**src/rtl/px_adc_capture_multi.sv**
```systemverilog
// Multi-channel serial ADC capture engine: drives shared CS/SCLK, shifts NUM_CH
// data lines in parallel, optionally averages 2^AVG_LOG2 conversions per start.
module px_adc_capture_multi #(
    parameter int NUM_CH     = 2,
    parameter int ADC_BITS   = 12,
    parameter int FRAME_BITS = 16,
    parameter int LEAD_BITS  = 4,
    parameter int CLK_DIV    = 2,
    parameter int QUIET      = 4,
    parameter int AVG_LOG2   = 0
) (
    input  logic                         CLK50,
    input  logic                         MSS_RESET_N,
    input  logic                         start_capture,
    input  logic [NUM_CH-1:0]            adc_din,
    output logic                         CS,
    output logic                         SCLK,
    output logic                         busy,
    output logic                         adc_conv_complete,
    output logic [NUM_CH*ADC_BITS-1:0]   data_out,
    output logic                         data_valid,
    input  logic                         data_ready,
    output logic                         overrun,
    input  logic                         overrun_clr
);

    localparam int CNT_MAX = (2 * CLK_DIV > QUIET) ? 2 * CLK_DIV : QUIET;
    localparam int CW      = $clog2(CNT_MAX + 1);
    localparam int BW      = $clog2(FRAME_BITS + 1);
    localparam int VW      = AVG_LOG2 + 1;
    localparam int AW      = ADC_BITS + AVG_LOG2;

    localparam logic [CW-1:0] SETUP_LAST  = CW'(CLK_DIV - 1);
    localparam logic [CW-1:0] RISE_CNT    = CW'(CLK_DIV);
    localparam logic [CW-1:0] PERIOD_LAST = CW'(2 * CLK_DIV - 1);
    localparam logic [CW-1:0] QUIET_LAST  = CW'(QUIET - 1);
    localparam logic [BW-1:0] BIT_LAST    = BW'(FRAME_BITS - 1);
    localparam logic [BW-1:0] WIN_LO      = BW'(LEAD_BITS);
    localparam logic [BW-1:0] WIN_HI      = BW'(LEAD_BITS + ADC_BITS);
    localparam logic [VW-1:0] CONV_LAST   = VW'((1 << AVG_LOG2) - 1);

    typedef enum logic [2:0] {
        S_IDLE,
        S_SETUP,
        S_SHIFT,
        S_QUIET,
        S_LOAD
    } state_t;

    state_t                       r_state, w_state_next;
    logic [CW-1:0]                r_cnt, w_cnt_next;
    logic [BW-1:0]                r_bit, w_bit_next;
    logic [VW-1:0]                r_conv, w_conv_next;
    logic                         r_cs, r_sclk, r_valid, r_cc, r_overrun;
    logic [NUM_CH*ADC_BITS-1:0]   r_data;
    logic [NUM_CH*ADC_BITS-1:0]   w_avg;
    logic                         w_sample, w_acc_clr, w_acc_add, w_load_ok;
    logic                         w_cs_next, w_sclk_next;

    always_comb begin
        w_state_next = r_state;
        w_cnt_next   = r_cnt + 1'b1;
        w_bit_next   = r_bit;
        w_conv_next  = r_conv;
        case (r_state)
            S_IDLE: begin
                w_cnt_next = '0;
                if (start_capture) begin
                    w_state_next = S_SETUP;
                    w_conv_next  = '0;
                end
            end
            S_SETUP: begin
                if (r_cnt == SETUP_LAST) begin
                    w_state_next = S_SHIFT;
                    w_cnt_next   = '0;
                    w_bit_next   = '0;
                end
            end
            S_SHIFT: begin
                if (r_cnt == PERIOD_LAST) begin
                    w_cnt_next = '0;
                    if (r_bit == BIT_LAST) w_state_next = S_QUIET;
                    else                   w_bit_next   = r_bit + 1'b1;
                end
            end
            S_QUIET: begin
                if (r_cnt == QUIET_LAST) begin
                    w_cnt_next = '0;
                    if (r_conv == CONV_LAST) begin
                        w_state_next = S_LOAD;
                    end else begin
                        w_state_next = S_SETUP;
                        w_conv_next  = r_conv + 1'b1;
                    end
                end
            end
            S_LOAD: begin
                w_cnt_next   = '0;
                w_state_next = S_IDLE;
            end
            default: begin
                w_cnt_next   = '0;
                w_state_next = S_IDLE;
            end
        endcase
    end

    // CS/SCLK are registered from the next state so the ADC sees glitch-free pins.
    assign w_cs_next   = !((w_state_next == S_SETUP) || (w_state_next == S_SHIFT));
    assign w_sclk_next = !((w_state_next == S_SHIFT) && (w_cnt_next < RISE_CNT));

    always_ff @(posedge CLK50 or negedge MSS_RESET_N) begin
        if (!MSS_RESET_N) begin
            r_state <= S_IDLE;
            r_cnt   <= '0;
            r_bit   <= '0;
            r_conv  <= '0;
            r_cs    <= 1'b1;
            r_sclk  <= 1'b1;
        end else begin
            r_state <= w_state_next;
            r_cnt   <= w_cnt_next;
            r_bit   <= w_bit_next;
            r_conv  <= w_conv_next;
            r_cs    <= w_cs_next;
            r_sclk  <= w_sclk_next;
        end
    end

    // Sample on the cycle SCLK is first high; only the result window is kept.
    assign w_sample  = (r_state == S_SHIFT) && (r_cnt == RISE_CNT) &&
                       (r_bit >= WIN_LO) && (r_bit < WIN_HI);
    assign w_acc_clr = (r_state == S_IDLE) && start_capture;
    assign w_acc_add = (r_state == S_QUIET) && (r_cnt == '0);
    assign w_load_ok = (r_state == S_LOAD) && (!r_valid || data_ready);

    genvar gi;
    generate
        for (gi = 0; gi < NUM_CH; gi++) begin : g_ch
            logic [ADC_BITS-1:0] r_shift;
            logic [AW-1:0]       r_acc;

            always_ff @(posedge CLK50 or negedge MSS_RESET_N) begin
                if (!MSS_RESET_N) begin
                    r_shift <= '0;
                    r_acc   <= '0;
                end else begin
                    if (w_sample) r_shift <= {r_shift[ADC_BITS-2:0], adc_din[gi]};
                    if (w_acc_clr)      r_acc <= '0;
                    else if (w_acc_add) r_acc <= r_acc + AW'(r_shift);
                end
            end

            assign w_avg[gi*ADC_BITS +: ADC_BITS] = r_acc[AVG_LOG2 +: ADC_BITS];
        end
    endgenerate

    always_ff @(posedge CLK50 or negedge MSS_RESET_N) begin
        if (!MSS_RESET_N) begin
            r_data    <= '0;
            r_valid   <= 1'b0;
            r_cc      <= 1'b0;
            r_overrun <= 1'b0;
        end else begin
            r_cc <= w_load_ok;
            if (w_load_ok) begin
                r_data  <= w_avg;
                r_valid <= 1'b1;
            end else if (r_valid && data_ready) begin
                r_valid <= 1'b0;
            end
            if ((r_state == S_LOAD) && !w_load_ok) r_overrun <= 1'b1;
            else if (overrun_clr)                  r_overrun <= 1'b0;
        end
    end

    assign CS                = r_cs;
    assign SCLK              = r_sclk;
    assign busy              = (r_state != S_IDLE);
    assign adc_conv_complete = r_cc;
    assign data_out          = r_data;
    assign data_valid        = r_valid;
    assign overrun           = r_overrun;

endmodule

```
**config.mk**
```make
export PLATFORM = sky130hd
export DESIGN_NAME = px_adc_capture_multi
export DESIGN_NICKNAME = d
export VERILOG_FILES = /design/src/rtl/px_adc_capture_multi.sv
export SDC_FILE = /design/constraint.sdc
export NUM_CORES = 1
export LEC_CHECK = 0
export BUFFER_PORTS_ARGS = -buffer_cell sky130_fd_sc_hd__buf_2
export CORE_MARGIN = 4
export CORE_UTILIZATION = 40
export CTS_BUF_LIST = sky130_fd_sc_hd__clkbuf_8
export CTS_CLUSTER_SIZE = 25
export DETAILED_ROUTE_END_ITERATION = 7
export SETUP_SLACK_MARGIN = 0.2
export SYNTH_ARGS = -nofsm -noshare
export SYNTH_HDL_FRONTEND = slang
export SYNTH_SLANG_ARGS = --single-unit
```
**constraint.sdc**
```tcl
create_clock -name CLK50 -period 6.25 [get_ports CLK50]
set_input_delay 1.25 -clock CLK50 [delete_from_list [all_inputs] [get_ports CLK50]]
set_output_delay 1.25 -clock CLK50 [all_outputs]
set_load 0.02 [all_outputs]
```
==> results.txt <==
----------------------------------------------------
[Outcome]
  Result of the run ... finished, final reports clean

[Clock tree]
  Post-CTS clock slew at the launch and capture registers of the worst setup and hold paths ... 80 ps
  Num Clock Sinks ... 88
  Post-cts gate resize count ... 0
  Clock insertion delay at the later pin of the skew report ... 360 ps
  Count of buffers added by post-CTS timing repair for setup ... 0
  Root Buffer ... sky130_fd_sc_hd__clkbuf_8
  Buffers from clock root to sink, at most ... 2
  # hold bufs at CTS ... 0
  CTS tree ... yes
  Total CTS buffers ... 9
  Depth of the CTS H-tree ... 3

[Global routing]
  Remaining global-route overflow ... 0
  Global Route Usage Sum ... 14.9%
  Met3 track demand over resource in global routing ... 3.54%
  Pin count of the biggest net entering global routing ... 67
  Met1 layer usage reported by global route ... 19.1%
  Wire length of the first global-routing pass ... 15.6 mm
  Met2 routing resource usage after global routing ... 25.2%
  Grt peak-use layer ... met2
  Vias in the first global route ... 3229
  Antenna violations before repair ... 0

[Cells and area]
  Number of antenna repair diodes ... 0
  Share of post-route cells with drive strength above 1 ... 18.5%
  Area used by sequential logic in the layout ... 2200 µm²
  Number of nets in the layout ... 510
  Number of filler cells placed in the layout ... 1053
  Finished Core Util ... 45.8%
  Area added between synthesis and finish ... 11.1%
  Footprint of the multi-input gates ... 2170 µm²

[Yosys]
  Syn Area/Cell ... 10.4 µm²
  Synth top area share ... 47.7%
  Cell area after synthesis ... 4510 µm²
  FFs w/ async S/R, synth ... 100%
  Mux contribution to synthesized area ... 8.38%
  Largest area contributor in the synthesized netlist ... sky130_fd_sc_hd__dfrtp_1
  Compound-cell area share of the yosys netlist ... 12.6%
  Flip-flop and latch count after synthesis ... 88
  Count leader, synth ... sky130_fd_sc_hd__nand2_1
  Leading cell types by total area after synthesis ... sky130_fd_sc_hd__dfrtp_1, sky130_fd_sc_hd__ha_1, sky130_fd_sc_hd__nand2_1, sky130_fd_sc_hd__mux2_4, sky130_fd_sc_hd__o21ai_0
  Warning count from the yosys run ... 0
  Leading register cell type out of synthesis ... sky130_fd_sc_hd__dfrtp_1
  Mapped Cells ... 435
  Number of distinct library cells after synthesis ... 49
  Net count of the mapped netlist ... 475
  Number of enable-type register cells in the synthesized netlist ... 0
  Adder-cell share of the synthesized area ... 9.49%
  Synth cell count leaders ... sky130_fd_sc_hd__nand2_1, sky130_fd_sc_hd__dfrtp_1, sky130_fd_sc_hd__ha_1, sky130_fd_sc_hd__o21ai_0, sky130_fd_sc_hd__mux2_4
  Dominant combinational cell family by area after synthesis ... simple AND/OR/NAND/NOR gates
  Share of synthesized area occupied by flip-flops and latches ... 48.9%
  Share of the synthesized netlist area taken by xor and xnor gates ... 3.69%
  Simple-gate share of the synthesized area ... 14.0%

[Critical path]
  Worst EP arrival ... 3460 ps
  Reg2reg start ... r_state[1]
  Depth of the worst register-to-register path ... 5
  Critical path fanouts, max ... 27
  CP endpoint kind ... flip-flop
  CP startpoint kind ... primary input
  Type of the worst setup path ... primary input to flip-flop
  Req. time, crit path ... 6550 ps
  Capture instance of the worst register-to-register path ... data_out[15]
  Worst-case register-to-register setup slack ... 3400 ps

[Timing]
  Achievable frequency ... 0.316 GHz
  Min Tclk post-route ... 3160 ps
  Worst setup skew after layout ... 6.50 ps
  Total negative setup slack ... 0 ps
  Worst slew slack as a fraction of its limit ... 26.9%
  Pins over their slew limit ... 0
  Final critical-path share of the clock period ... 50.6%
  Final setup violating endpoints ... 0
  Worst slew pin tran ... 1090 ps
  Unrepaired setup endpoints after global routing ... no
  Total count of hold-check failures in the final report ... 0

[Pwr]
  Design Power ... 1.05 mW
  Power per Cell Area ... 209 nW/µm²
  IR Drop Worst-Case VDD ... 0.119 mV
  Leak ... 2.63 nW

[Min path]
  Worst Hold Path EP ... data_out[17]
  Min-Delay Startpoint ... data_out[17]
  Hold Path Stages ... 2
  Class of the tightest hold or removal check ... flip-flop to flip-flop

[Floorplan]
  Top-Level Pins ... 37
  Die Footprint ... 13000 µm²
  Y dimension of the die ... 114 µm
  Site Rows ... 38
  Placeable core region ... 10900 µm²
  Horizontal die dimension ... 114 µm
  Starting utilization of the core area ... 41.2%

[Route]
  Vias/cell ... 5.15
  Wire length per cell ... 14.4 µm
  ANT nets after route ... 0
  DRC ... 0
  Routed wire length ... 8.88 mm
  Count of routing violations after the opening detailed-route iteration ... 106
  DR pass1 iterations ... 4
  Vias after detailed routing ... 3165

[Placed design]
  GP Congestion ... 0.768
  HPWL Detailed ... 6.15 mm
  Port-buffer cells ... 36

[Run]
  Max Cap Violations ... 0

----------------------------------------------------
[per-stage QoR]
step | hold slack (ps) | instance area, µm² | setup WS, ps | instances
6_report | 476 | 5010 | 3090 | 615
5_1_grt | 513 | 5010 | 2760 | 615
4_1_cts | 486 | 5010 | 2980 | 615
3_5_place_dp | 465 | 4810 | 2590 | 599
3_3_place_gp | 459 | 4810 | 2710 | 599
2_1_floorplan | 449 | 4510 | 3870 | 435
[critical path, stage by stage]
cell	delay, ps
sky130_fd_sc_hd__buf_2	70
sky130_fd_sc_hd__nand2b_1	130
sky130_fd_sc_hd__nand3_1	770
sky130_fd_sc_hd__inv_1	990
sky130_fd_sc_hd__nand2_1	140
sky130_fd_sc_hd__nand2_1	90
[power breakdown]
part	internal (mW)	switching [mW]	leakage [nW]
Combinational	0.0288	0.0357	1.46
Sequential	0.575	0.00595	1.06
Clock	0.205	0.196	0.101
[state kept, by name, summed over array words and instances (netlist names)]
signal,count
overrun,1
data_valid,1
adc_conv_complete,1
r_bit,5
r_state,3
data_out,24
g_ch.r_acc,24
r_cnt,3
g_ch.r_shift,24
SCLK,1
CS,1
[layer usage]
metal  vias to the layer above  routed length, µm  part of all wire [%]
li1                       1572                  -                     -
met1                      1540               4160                    47
met2                        44               4250                    48
met3                         9                353                   4.0
met4                         0                120                   1.4
met5                         -                  0                     0
[layout by cell type (no fill, tap or decap), types with 12 or more instances in the layout]
master,Yosys,layout
sky130_fd_sc_hd__xor2_1,12,12
sky130_fd_sc_hd__nor2_1,16,16
sky130_fd_sc_hd__ha_1,31,31
sky130_fd_sc_hd__buf_2,2,35
sky130_fd_sc_hd__mux2_4,20,20
sky130_fd_sc_hd__nand2_1,103,103
sky130_fd_sc_hd__inv_1,15,15
sky130_fd_sc_hd__dfrtp_1,86,86
sky130_fd_sc_hd__o21ai_0,29,29
sky130_fd_sc_hd__a21oi_1,17,17
[how the worst max path moves through the flow]
| stage | from | cells after the start | to | slack (ps) |
|---|---|---|---|---|
| 2_1_floorplan | g_ch[0].r_shift[0] | 9 | g_ch[0].r_acc[10] | 3870 |
| 3_3_place_gp | data_ready | 6 | data_out[10] | 2710 |
| 3_5_place_dp | data_ready | 6 | data_out[21] | 2590 |
| 4_1_cts | data_ready | 6 | data_out[21] | 2980 |
| 5_1_grt | data_ready | 6 | data_out[6] | 2760 |
| 6_report | data_ready | 6 | data_out[15] | 3090 |
[cell type report]
class                   instances  share of cell area [%]
well taps                     140                    3.49
repair buffers                 38                    3.94
clock inverters                 5                    1.10
inverters                      15                    1.12
flip-flops and latches         88                    44.0
multi-input cells             318                    43.3
clock buffers                  11                    3.02
[cell families (layout without fill, tap and decap cells)]
logic type      Yosys count  after routing
simple gates            149            149
compound gates           90             90
flops                    88             88
fa+ha+maj                33             33
buf+inv                  29             69
mux                      27             27
xor+xnor                 19             19
No activity file was read; power rests on OpenSTA's default activity.
